## src/rtl/vga_rx_monitor.sv

```systemverilog
// VGA receive monitor: recovers pixel timing from sync, captures active pixels.
// Optional frame CRC enabled by defining VGA_RX_CRC_EN.
module vga_rx_monitor #(
    parameter int CLKS_PER_PIXEL = 2,
    parameter int H_SYNC   = 96,
    parameter int H_BACK   = 48,
    parameter int H_ACTIVE = 640,
    parameter int H_FRONT  = 16,
    parameter int V_SYNC   = 2,
    parameter int V_BACK   = 33,
    parameter int V_ACTIVE = 480,
    parameter int V_FRONT  = 10
) (
    input  logic        Clock,
    input  logic        Reset,
    input  logic        VGA_RED,
    input  logic        VGA_GREEN,
    input  logic        VGA_BLUE,
    input  logic        VGA_HSYNC,
    input  logic        VGA_VSYNC,
    output logic [9:0]  oPixelX,
    output logic [9:0]  oPixelY,
    output logic [2:0]  oPixelRGB,
    output logic        oPixelValid,
    output logic        oLocked,
    output logic        oHErr,
    output logic        oVErr,
    output logic        oFrameDone,
    output logic [15:0] oFrameCount,
    output logic [15:0] oFrameCrc
);

    localparam int H_TOTAL = H_SYNC + H_BACK + H_ACTIVE + H_FRONT;
    localparam int V_TOTAL = V_SYNC + V_BACK + V_ACTIVE + V_FRONT;
    localparam int PW = (CLKS_PER_PIXEL > 1) ? $clog2(CLKS_PER_PIXEL) : 1;

    localparam logic [PW-1:0] PH_LAST = PW'(CLKS_PER_PIXEL - 1);
    localparam logic [10:0] H_LO   = 11'(H_SYNC + H_BACK);
    localparam logic [10:0] H_HI   = 11'(H_SYNC + H_BACK + H_ACTIVE - 1);
    localparam logic [10:0] H_SW   = 11'(H_SYNC);
    localparam logic [10:0] H_LAST = 11'(H_TOTAL - 1);
    localparam logic [10:0] H_MAX  = 11'h7ff;
    localparam logic [9:0]  V_LO   = 10'(V_SYNC + V_BACK);
    localparam logic [9:0]  V_HI   = 10'(V_SYNC + V_BACK + V_ACTIVE - 1);
    localparam logic [9:0]  V_SW   = 10'(V_SYNC);
    localparam logic [9:0]  V_LAST = 10'(V_TOTAL - 1);
    localparam logic [9:0]  V_MAX  = 10'h3ff;

    typedef enum logic [1:0] {SEARCH, ACQUIRE, LOCKED} state_t;

    state_t state, state_nx;

    logic red_q, green_q, blue_q;
    logic hs_q, vs_q, hs_d, vs_d;
    logic hs_fall, hs_rise, vs_fall, vs_rise;

    logic [PW-1:0] phase, ph_nx;
    logic [10:0]   hcnt, h_nx;
    logic [9:0]    vcnt, v_nx;

    logic herr_c, verr_c, err_c;
    logic capture_c, done_c;
    logic bad, kick;

    assign hs_fall = hs_d & ~hs_q;
    assign hs_rise = ~hs_d & hs_q;
    assign vs_fall = vs_d & ~vs_q;
    assign vs_rise = ~vs_d & vs_q;

    // Input register stage; syncs idle high so reset creates no false edge.
    always_ff @(posedge Clock) begin
        if (Reset) begin
            red_q   <= 1'b0;
            green_q <= 1'b0;
            blue_q  <= 1'b0;
            hs_q    <= 1'b1;
            vs_q    <= 1'b1;
            hs_d    <= 1'b1;
            vs_d    <= 1'b1;
        end else begin
            red_q   <= VGA_RED;
            green_q <= VGA_GREEN;
            blue_q  <= VGA_BLUE;
            hs_q    <= VGA_HSYNC;
            vs_q    <= VGA_VSYNC;
            hs_d    <= hs_q;
            vs_d    <= vs_q;
        end
    end

    // Position of the sample currently held in the input register.
    always_comb begin
        ph_nx = phase;
        h_nx  = hcnt;
        v_nx  = vcnt;
        if (hs_fall) begin
            ph_nx = '0;
            h_nx  = '0;
        end else if (phase == PH_LAST) begin
            ph_nx = '0;
            if (hcnt != H_MAX) h_nx = hcnt + 11'd1;
        end else begin
            ph_nx = phase + 1'b1;
        end
        if (vs_fall) begin
            v_nx = '0;
        end else if (hs_fall && vcnt != V_MAX) begin
            v_nx = vcnt + 10'd1;
        end
    end

    // Timing checks, pixel capture and frame completion decisions.
    always_comb begin
        herr_c = (hs_rise && h_nx != H_SW)
               || (hs_fall && hcnt != H_LAST)
               || (h_nx == H_MAX && hcnt != H_MAX);
        verr_c = (vs_rise && v_nx != V_SW)
               || (vs_fall && vcnt != V_LAST);
        err_c  = herr_c | verr_c;
        capture_c = (state == LOCKED) && !bad && !err_c
                  && (ph_nx == PH_LAST)
                  && (h_nx >= H_LO) && (h_nx <= H_HI)
                  && (v_nx >= V_LO) && (v_nx <= V_HI);
        done_c = vs_fall && (state == LOCKED) && !bad && !err_c;
    end

    // Pixel/line counters and per-frame error bookkeeping.
    always_ff @(posedge Clock) begin
        if (Reset) begin
            phase <= '0;
            hcnt  <= '0;
            vcnt  <= '0;
            bad   <= 1'b0;
            kick  <= 1'b0;
        end else begin
            phase <= ph_nx;
            hcnt  <= h_nx;
            vcnt  <= v_nx;
            if (vs_fall) bad <= 1'b0;
            else if (err_c) bad <= 1'b1;
            kick  <= err_c && (state != SEARCH);
        end
    end

    // Lock state register.
    always_ff @(posedge Clock) begin
        if (Reset) state <= SEARCH;
        else       state <= state_nx;
    end

    // Lock next-state: errors seen while searching never cause a kick.
    always_comb begin
        state_nx = state;
        unique case (state)
            SEARCH:  if (vs_fall) state_nx = ACQUIRE;
            ACQUIRE: begin
                if (kick) state_nx = SEARCH;
                else if (vs_fall && !err_c) state_nx = LOCKED;
            end
            LOCKED:  if (kick) state_nx = SEARCH;
            default: state_nx = SEARCH;
        endcase
    end

    assign oLocked = (state == LOCKED);

    // Registered outputs; pixel fields hold between strobes.
    always_ff @(posedge Clock) begin
        if (Reset) begin
            oPixelX     <= '0;
            oPixelY     <= '0;
            oPixelRGB   <= '0;
            oPixelValid <= 1'b0;
            oHErr       <= 1'b0;
            oVErr       <= 1'b0;
            oFrameDone  <= 1'b0;
            oFrameCount <= '0;
        end else begin
            oPixelValid <= capture_c;
            if (capture_c) begin
                oPixelX   <= 10'(h_nx - H_LO);
                oPixelY   <= v_nx - V_LO;
                oPixelRGB <= {red_q, green_q, blue_q};
            end
            oHErr      <= herr_c;
            oVErr      <= verr_c;
            oFrameDone <= done_c;
            if (done_c) oFrameCount <= oFrameCount + 16'd1;
        end
    end

`ifdef VGA_RX_CRC_EN
    function automatic logic [15:0] crc_step(input logic [15:0] c,
                                             input logic [7:0] d);
        logic [15:0] r;
        logic fb;
        r = c;
        for (int i = 7; i >= 0; i--) begin
            fb = r[15] ^ d[i];
            r  = {r[14:0], 1'b0};
            if (fb) r = r ^ 16'h1021;
        end
        return r;
    endfunction

    logic [15:0] crc;

    // CRC-16-CCITT over captured pixels, latched and restarted per frame.
    always_ff @(posedge Clock) begin
        if (Reset) begin
            crc       <= 16'hffff;
            oFrameCrc <= '0;
        end else begin
            if (done_c) oFrameCrc <= crc;
            if (vs_fall) crc <= 16'hffff;
            else if (capture_c)
                crc <= crc_step(crc, {5'b0, red_q, green_q, blue_q});
        end
    end
`else
    assign oFrameCrc = '0;
`endif

endmodule
```

## config.mk

```make
export PLATFORM = sky130hd
export DESIGN_NAME = vga_rx_monitor
export DESIGN_NICKNAME = d
export VERILOG_FILES = /design/src/rtl/vga_rx_monitor.sv
export SDC_FILE = /design/constraint.sdc
export NUM_CORES = 1
export LEC_CHECK = 0
export BUFFER_PORTS_ARGS = -buffer_cell sky130_fd_sc_hd__clkbuf_2
export CORE_MARGIN = 10
export CORE_UTILIZATION = 61
export DETAILED_ROUTE_END_ITERATION = 16
export HOLD_SLACK_MARGIN = 0.12
export PLACE_DENSITY = 0.85
export SLEW_MARGIN = 30
export SYNTH_ARGS = -nofsm -noshare
export SYNTH_HDL_FRONTEND = slang
export SYNTH_SLANG_ARGS = --single-unit
```

## constraint.sdc

```tcl
create_clock -name Clock -period 5.3 [get_ports Clock]
set_input_delay 0.795 -clock Clock [delete_from_list [all_inputs] [get_ports Clock]]
set_output_delay 0.795 -clock Clock [all_outputs]
set_load 0.03 [all_outputs]
```

==> results of run 1 <==
## placed cells by master, fill, tap and decap left out, drive strengths merged, types with 3 or more instances in the layout
cell type   n
conb       16
inv        15
bufinv      3
ha         11
o31ai       6
xnor2      10
dfxtp      76
and2        4
or2         6
clkinv      3
o21ai       9
nor2b      19
mux2i      15
o211ai      7
a31oi       9
o41ai       4
nand3      13
nor4        6
buf         3
clkbuf     60
a211oi      8
a211o       4
nor3       13
nand2      51
and3       12
nand2b      7
xor2        3
nor2       54
nand4      20
a21oi      18
or3         6
or4         7
and4        5
mux2       16
## power by group through the flow
stage	logic [mW]	clock network [mW]	registers [mW]
floorplan	0.0727	0	0.597
global placement	0.0780	0	0.598
detailed placement	0.0788	0	0.598
CTS	0.0789	0.535	0.585
global route	0.0878	0.561	0.587
finish	0.0803	0.532	0.585
## registers in the layout, summed over array words and instances (netlist names), 2 cells and up
name,count
vcnt,10
state,2
oFrameCount,16
oPixelX,10
oPixelRGB,3
oPixelY,10
hcnt,11
## routing by layer
metal,wire length [um],share of wire [%]
met4,195,1.9
met2,4770,46
met5,0,0
met3,830,8.0
met1,4540,44
## cells by family (layout without fill, tap and decap cells)
family          count (synthesis)  count (layout)  share of synthesized area [%]
mux                            31              31                           7.68
compound gates                 86              86                           14.6
xor+xnor                       13              13                           2.65
other cells                     1              16                         0.0872
simple gates                  232             232                           29.2
fa+ha+maj                      11              11                           3.20
buf+inv                        60              84                           7.24
flops                          76              76                           35.4
## layout make-up
class                      count  area share [%]
timing repair buffer          53            5.76
sequential                    76            32.1
clock buffer                  10            2.70
inverter                      15            1.19
tap                           96            2.54
clock inverter                 6            2.38
multi-input combinational    389            53.3
## how the worst min path moves through the flow
stage,endpoint,slack [ps]
finish,oPixelRGB[2]$_SDFFE_PP0P_,440
global route,state[1]$_SDFFE_PP0P_,450
CTS,state[1]$_SDFFE_PP0P_,440
detailed placement,state[1]$_SDFFE_PP0P_,430
global placement,state[1]$_SDFFE_PP0P_,420
floorplan,state[1]$_SDFFE_PP0P_,400
## worst reg2reg max path, delay by kind of cell, from the launching register on
kind            cells  cell delay (ps)
compound gates      2              470
fa+ha+maj           1              240
flops               1              500
mux                 1              410
simple gates        6             2390
## stage by stage
step	area [um2]	hold slack (ps)
detailed placement	4490	427
floorplan	4360	401
global placement	4490	417
finish	4730	442
global route	4730	452
CTS	4730	439
==> metrics, run 1 <==
Pwr Total=between 1 and 1.5 mW; setup_tns=0 ps; Place WS=between 1000 and 1500 ps; clock power share=between 40% and 50%; post-route antenna net violation count=0; min Tclk post-route=4120 ps; Synth Warn #=0; post-DP HPWL=7.50 mm; cts hold-fix bufs=0; First DRT Iteration DRCs=approximately 370; Synth Cell Area=around 0.0043 mm2; Final WS setup=around 1200 ps; area share of the largest cell type after synthesis=35.4%; CORE AREA=between 0.006 and 0.007 mm2; total number of vias=between 3000 and 4000; worst-path cell with the longest stage delay=or4b_2; Unique masters post-synth=65; RSZ-0062 raised after global routing=no; power per standard cell area=between 200 and 300 mW/mm2; Area Overhead vs Synth=10.1%; worst-case vdd ir drop=~0.21 mV; outcome=complete, no violations; met2 global-route usage=29.3%; crit-path cells=nand3_1 -> o2111a_1 -> nor3_1 -> ha_1 -> or4b_2 -> nor3_1 -> a31oi_1 -> and3_1 -> nand4_2 -> mux2_2; Internal Power=915 uW; Comb pwr share=between 6 and 7%; WHS Path Cells=2; clk_lat worst skew=~350 ps; Post-route DRC=0; Die Area=about 0.011 mm2; predominant post-synthesis flop cell=dfxtp_1; CTS tree=done; Fillers=543; share of synthesized registers carrying an async set or reset=0%; area leader, netlist=dfxtp_1; Mean Syn Cell Area=between 8 and 9 um2; final wirelength=10.3 mm; Worst-Margin Slew=between 700 and 800 ps; WL per Instance=16.0 um; Max clock buf depth=2; Diodes inserted=0; Final Hold Fails=0; clk_skew=7.26 ps; Final Non-Filler Cells=about 650; initial antenna violation count=0; clock transition at the registers of the reported paths=roughly 80 ps; Leak=2.04 nW; RD Place Congestion=roughly 0.91; sw frac=between 20% and 30%; met3 Use GR=5.64%; Final Max Tran Viols=0; Max-Cap Viols=0; # setup viols final=0; Placed Cells=between 600 and 700; worst path required time=approximately 5500 ps; CP Data Arrival Time=~4400 ps; multi-input logic area=0.00252 mm2; clk sinks=76; postcts setup bufs=0; first-pass GRT wire length=approximately 17 mm; crit path kind=flop to flop; CP dominant cell by count=nor3_1; cts repair resizes=0; CTS root buf=clkbuf_8; Initial DRT Pass Iterations=5; hold_sp=red_q$_SDFF_PP0_; nets=between 500 and 600; Crit Path Max Fanout=18; Die X=between 100 and 150 um; CP startpoint kind=flop; GRT Resource Usage Total=a little under a fifth; most used routing layer=met2; Final Util=approximately 70%; worst hold path class=flop to flop; CP startpoint=hcnt[10]$_SDFF_PP0_; I/O pins=67; Slew HR=slightly below 50%; FMAX=around 240 MHz; Initial Utilization=62.9%; sequential share of the synthesized area=35.4%; total CTS buffers=9; die height=roughly 100 um; RR Endpoint=oPixelY[8]$_SDFFE_PP0P_; most common cell in the netlist=dfxtp_1; WP depth=10; crit path capture=oPixelY[8]$_SDFFE_PP0P_; synth cell count leaders=dfxtp_1, nor2_1, nand2_1; Buffers on Ports=50; Crit path largest cell delay=slightly below 600 ps; EDFF count, synth=0; sequential share of power=48.9%; crit end category=flop; fin crit share=approximately 78%; Rows=30; vias in the first global route=3683; Critical R2R Launch=hcnt[10]$_SDFF_PP0_; Seq. cell area=about 0.0015 mm2; Synth area leaders=dfxtp_1, nor2_1, nand2_1; Worst Reg-to-Reg Cells=10; largest net degree at the start of global routing=69; Vias per Instance=5.97; H-tree depth=3; CP Buf/Inv Count=0; GR Util met1=around a quarter; Sw Pwr=roughly 280 uW; Cells after Synth=just over 500; cell family contributing the most delay on the critical path=simple AND/OR/NAND/NOR gates; share of layout cells above drive strength 1=between 10% and 20%; Yosys reg bits=76; R2R Setup Slk=1180 ps; grt ovf=0
No activity file was read; power rests on OpenSTA's default activity.
==> run 2, diff against run 1 <==
--- a/config.mk
+++ b/config.mk
@@ -7,10 +7,10 @@
 export LEC_CHECK = 0
 export BUFFER_PORTS_ARGS = -buffer_cell sky130_fd_sc_hd__clkbuf_2
 export CORE_MARGIN = 10
-export CORE_UTILIZATION = 61
+export CORE_UTILIZATION = 57
 export DETAILED_ROUTE_END_ITERATION = 16
 export HOLD_SLACK_MARGIN = 0.12
-export PLACE_DENSITY = 0.85
+export PLACE_DENSITY = 0.8
 export SLEW_MARGIN = 30
 export SYNTH_ARGS = -nofsm -noshare
 export SYNTH_HDL_FRONTEND = slang
==> constraint.sdc (replaced) <==
create_clock -name Clock -period 4.1 [get_ports Clock]
set_input_delay 0.615 -clock Clock [delete_from_list [all_inputs] [get_ports Clock]]
set_output_delay 0.615 -clock Clock [all_outputs]
set_load 0.03 [all_outputs]
==> run 2 against run 1 <==
Global-route usage decreased by 0.77 points; final cell count increased by 0.62%; first-iteration DRC count decreased by 25%; clock power increased by 20%; largest power group unchanged; worst hold slack got worse by 9.4 ps; critical endpoint is now oPixelRGB[2]$_SDFFE_PP0P_; combinational power increased by 31%; sequential share of layout area decreased by 0.085 points; routed wire length increased by 0.42%; via count decreased by 1.1%.
==> metrics, run 2 (synthesized netlist as in run 1, its figures left out) <==
CTS root buf=clkbuf_8; Final Non-Filler Cells=~650; cts repair resizes=0; First DRT Iteration DRCs=about 280; CP Data Arrival Time=about 4100 ps; initial antenna violation count=0; post-route cell area=about 0.0047 mm2; clk_lat worst skew=350 ps; Die Area=around 0.011 mm2; total CTS buffers=9; most common cell after layout, fill and taps aside=dfxtp_1; worst-case vdd ir drop=~0.24 mV; Max-Cap Viols=0; nets=564; postcts setup bufs=0; outcome=complete, no violations; Area Overhead vs Synth=10.4%; CP startpoint kind=flop; post-route antenna net violation count=0; worst hold path class=flop to flop; Biggest register=oFrameCount; GRT Resource Usage Total=between 10% and 20%; Slew HR=about two fifths; fin crit share=between 90 and 100%; RD Place Congestion=between 0.9 and 1; min Tclk post-route=approximately 3800 ps; total number of vias=between 3000 and 4000; Initial DRT Pass Iterations=6; R2R Setup Slk=270 ps; FMAX=261 MHz; Final Util=~65%; clk sinks=76; setup_tns=0 ps; most frequent cells in the layout=dfxtp_1, nor2_1, nand2_1; Place WS=approximately 200 ps; share of layout cells above drive strength 1=between 10% and 20%; Initial Utilization=between 50% and 60%; final hold slack=roughly 430 ps; clk_skew=approximately 6.5 ps; Final Max Tran Viols=0; Diodes inserted=0; Seq. cell area=0.00152 mm2; first-pass GRT wire length=17.3 mm; WL per Instance=~16 um; crit end category=flop; multi-input logic area=0.00253 mm2; Pwr Total=approximately 1.5 mW; Worst-Margin Slew=about 910 ps; post-DP HPWL=7.42 mm; Final WS setup=roughly 270 ps; final wirelength=slightly above 10 mm; hold_sp=kick$_SDFF_PP0_; Crit Path Max Fanout=11; power per standard cell area=between 300 and 400 mW/mm2; hold endpoint=state[1]$_SDFFE_PP0P_; H-tree depth=3; biggest regs=oFrameCount x16, hcnt x11; Die X=107 um; # setup viols final=0; I/O pins=67; CORE AREA=0.00729 mm2; Max clock buf depth=2; Worst Reg-to-Reg Cells=11; Vias per Instance=about 6; RSZ-0062 raised after global routing=no; CTS tree=done; Fillers=between 600 and 700; largest net degree at the start of global routing=68; Buffers on Ports=50; Rows=31; number of flip-flops in the largest register=16; vias in the first global route=about 3700; clock transition at the registers of the reported paths=80 ps; crit path kind=flop to flop; die height=107 um; Post-DP Area=0.00451 mm2; Final Hold Fails=0; Placed Cells=around 630; Post-route DRC=0; grt ovf=0; Leak=2.04 nW; worst path required time=around 4400 ps; cts hold-fix bufs=0; RR Endpoint=oPixelRGB[2]$_SDFFE_PP0P_; WHS Path Cells=1; CP startpoint=hcnt[10]$_SDFF_PP0_; Critical R2R Launch=hcnt[10]$_SDFF_PP0_
[run 2: cell count changes in the layout (fill, tap and decap cells not counted), sizes merged]
cell	before	now
clkbuf	60	61
clkinvlp	0	1
buf	3	5
clkinv	3	1
bufinv	3	2
[run 2: how the worst max path moves through the flow]
stage                                           end  slack [ps]
after floorplan           oPixelRGB[0]$_SDFFE_PP0P_         630
after global placement      oPixelY[4]$_SDFFE_PP0P_         430
after detailed placement  oPixelRGB[2]$_SDFFE_PP0P_         200
after CTS                 oPixelRGB[2]$_SDFFE_PP0P_         170
after global routing      oPixelRGB[2]$_SDFFE_PP0P_          30
final                     oPixelRGB[2]$_SDFFE_PP0P_         270
[run 2: layer usage]
layer  track usage [%]  routed length, um
met3              5.39                776
met1              22.0               4560
met2              29.1               4870
met5                 0                  0
met4              6.19                163
[run 2: critical path, stage by stage (launching register included)]
cell      delay, ps
dfxtp_1         500
nand3_1         290
o2111a_1        330
nor3_2          380
ha_1            210
or4b_2          580
nor3_1          250
a31oi_1         170
and3_1          310
nand4_2         210
buf_4           280
mux2i_1         240
[run 2: power breakdown]
| part | switching [mW] | leakage (nW) | internal (mW) |
|---|---|---|---|
| clock | 0.266 | 0.111 | 0.372 |
| sequential | 0.00932 | 0.615 | 0.747 |
| combinational | 0.0741 | 1.31 | 0.0306 |
[run 2: final cells by class]
type                       instances  share of cell area (%)
sequential                        76                    32.1
timing repair buffer              55                    6.06
tap                               99                    2.61
clock inverter                     4                    1.53
multi-input combinational        389                    53.4
clock buffer                      11                    3.19
inverter                          15                    1.19
==> run 3, diff against run 2 <==
--- a/config.mk
+++ b/config.mk
@@ -5,10 +5,10 @@
 export SDC_FILE = /design/constraint.sdc
 export NUM_CORES = 1
 export LEC_CHECK = 0
-export BUFFER_PORTS_ARGS = -buffer_cell sky130_fd_sc_hd__clkbuf_2
 export CORE_MARGIN = 10
-export CORE_UTILIZATION = 57
+export CORE_UTILIZATION = 64
 export DETAILED_ROUTE_END_ITERATION = 16
+export DONT_BUFFER_PORTS = 1
 export HOLD_SLACK_MARGIN = 0.12
 export PLACE_DENSITY = 0.8
 export SLEW_MARGIN = 30
==> run 3 against run 2 <==
Setup slack lost 24 ps; clock skew grew 1.8 ps; worst hold slack lost 100 ps; cell area down 7.4%; combinational power fell by 15%; sequential power is essentially flat; first-iteration DRC count is 26% higher; register-to-register slack got worse by 20 ps; utilization increased by 3.3 points; global-route usage rose by 1.6 points; largest cell class unchanged.
==> metrics, run 3 (synthesized netlist as in run 1, its figures left out) <==
met3 Use GR=6.68%; share of layout cells above drive strength 1=around a tenth; Diodes inserted=0; initial antenna violation count=0; die height=102 um; total number of vias=roughly 3700; postcts setup bufs=0; Rows=29; Final Hold Fails=0; GR Util met1=25.2%; biggest regs=oFrameCount x16, hcnt x11; Buffers on Ports=0; post-route antenna net violation count=0; vias in the first global route=roughly 3400; worst path required time=4370 ps; clk sinks=between 70 and 80; Biggest register=oFrameCount; R2R Setup Slk=approximately 250 ps; Critical R2R Launch=hcnt[0]$_SDFF_PP0_; outcome=complete, no violations; fin crit share=93.9%; Area Overhead vs Synth=2.21%; CP startpoint kind=flop; WHS Path Cells=1; setup_tns=0 ps; power per standard cell area=approximately 300 mW/mm2; min Tclk post-route=between 3000 and 4000 ps; Max clock buf depth=2; worst hold path class=primary input to flop; clk_skew=around 8.3 ps; most used routing layer=met2; hold endpoint=oFrameCount[5]$_SDFFE_PP0P_; RR Endpoint=oPixelY[0]$_SDFFE_PP0P_; Vias per Instance=around 6.4; CTS root buf=clkbuf_8; total CTS buffers=9; Initial Utilization=around two thirds; most common cell after layout, fill and taps aside=dfxtp_1; final wirelength=roughly 10 mm; FMAX=roughly 260 MHz; worst-path cell with the longest stage delay=or4b_2; Slew HR=39.2%; crit end category=flop; Die X=~100 um; CORE AREA=around 0.0064 mm2; crit path kind=flop to flop; Final WS setup=249 ps; Leak=1.78 nW; Max-Cap Viols=0; GRT Resource Usage Total=around a fifth; RD Place Congestion=around 0.92; met2 global-route usage=between 20% and 30%; CTS tree=done; H-tree depth=3; CP Buf/Inv Count=1; Final Max Tran Viols=0; crit-path cells=ha_1 -> nand4_1 -> nor3_1 -> o211a_1 -> ha_1 -> or4b_2 -> nor3_1 -> a31oi_1 -> and3_1 -> nand4_2 -> buf_4 -> mux2i_1; Crit Path Max Fanout=12; post-DP HPWL=between 7 and 8 mm; Post-route DRC=0; Worst-Margin Slew=910 ps; # setup viols final=0; Die Area=0.0104 mm2; RSZ-0062 raised after global routing=no; most frequent cells in the layout=dfxtp_1, nor2_1, nand2_1; Initial DRT Pass Iterations=5; hold_sp=Reset; Place WS=about 210 ps; I/O pins=between 60 and 70; cts hold-fix bufs=0; first-pass GRT wire length=about 17 mm; cell family contributing the most delay on the critical path=simple AND/OR/NAND/NOR gates; worst-case vdd ir drop=roughly 0.22 mV; Final Util=around two thirds; clk_lat worst skew=between 300 and 400 ps; CP Data Arrival Time=a little over 4000 ps; number of flip-flops in the largest register=16; Worst Reg-to-Reg Cells=12; clock transition at the registers of the reported paths=80 ps; First DRT Iteration DRCs=roughly 350; largest net degree at the start of global routing=between 60 and 70; Fillers=about 500; grt ovf=0; Crit path largest cell delay=~580 ps; WL per Instance=around 18 um; nets=514
-- run 3: layer usage --
metal	share of wire (%)	wire, um
met4	1.3	130
met1	43	4400
met5	0	0
met3	11	1180
met2	44	4570
-- run 3: layout make-up --
class | count | area [um2] | share of cell area (%)
Clock buffer | 9 | 124 | 2.82
Clock inverter | 5 | 31.3 | 0.712
Inverter | 15 | 56.3 | 1.28
Multi-Input combinational cell | 389 | 2530 | 57.5
Sequential cell | 76 | 1520 | 34.6
Tap cell | 77 | 96.3 | 2.19
Timing Repair Buffer | 5 | 37.5 | 0.854
-- run 3: repair_timing --
action | 4_1_cts | 5_1_grt
setup endpoints to repair | 0 | 23
gates resized for setup | 0 | 1
endpoints found under the hold margin | 0 | 0
-- run 3: metrics by stage --
stage | instances | hold WS, ps | power [mW] | area (um2)
final | 576 | 330 | 1.32 | 4400
after CTS | 576 | 326 | 1.33 | 4390
after global placement | 562 | 408 | 0.861 | 4240
after detailed placement | 562 | 411 | 0.863 | 4240
after global routing | 576 | 315 | 1.37 | 4400
after floorplan | 525 | 401 | 0.866 | 4360
-- run 3: worst max path at each step --
| stage | from | to | slack [ps] | cells after the start |
|---|---|---|---|---|
| finish | hcnt[0]$_SDFF_PP0_ | oPixelY[0]$_SDFFE_PP0P_ | 250 | 12 |
| global route | hcnt[0]$_SDFF_PP0_ | oPixelX[7]$_SDFFE_PP0P_ | 10 | 12 |
| CTS | hcnt[10]$_SDFF_PP0_ | oPixelY[5]$_SDFFE_PP0P_ | 200 | 11 |
| detailed placement | hcnt[10]$_SDFF_PP0_ | oPixelY[5]$_SDFFE_PP0P_ | 210 | 11 |
| global placement | hcnt[0]$_SDFF_PP0_ | oPixelY[4]$_SDFFE_PP0P_ | 460 | 12 |
| floorplan | hcnt[0]$_SDFF_PP0_ | oPixelRGB[0]$_SDFFE_PP0P_ | 630 | 13 |
-- run 3: where the power goes --
group	leakage [nW]	switching, mW	internal [mW]
combinational	1.09	0.0618	0.0270
clock	0.0807	0.266	0.210
sequential	0.615	0.0127	0.747
-- run 3: worst register-to-register path: cells and delay by family (launching register included) --
family / cells / cell delay [ps]
AND/OR/NAND/NOR: 6 / 1910
AO/OA/AOI/OAI: 2 / 480
adder cells (fa/ha/maj): 2 / 450
flip-flops: 1 / 430
buffers and inverters: 1 / 280
multiplexers: 1 / 230
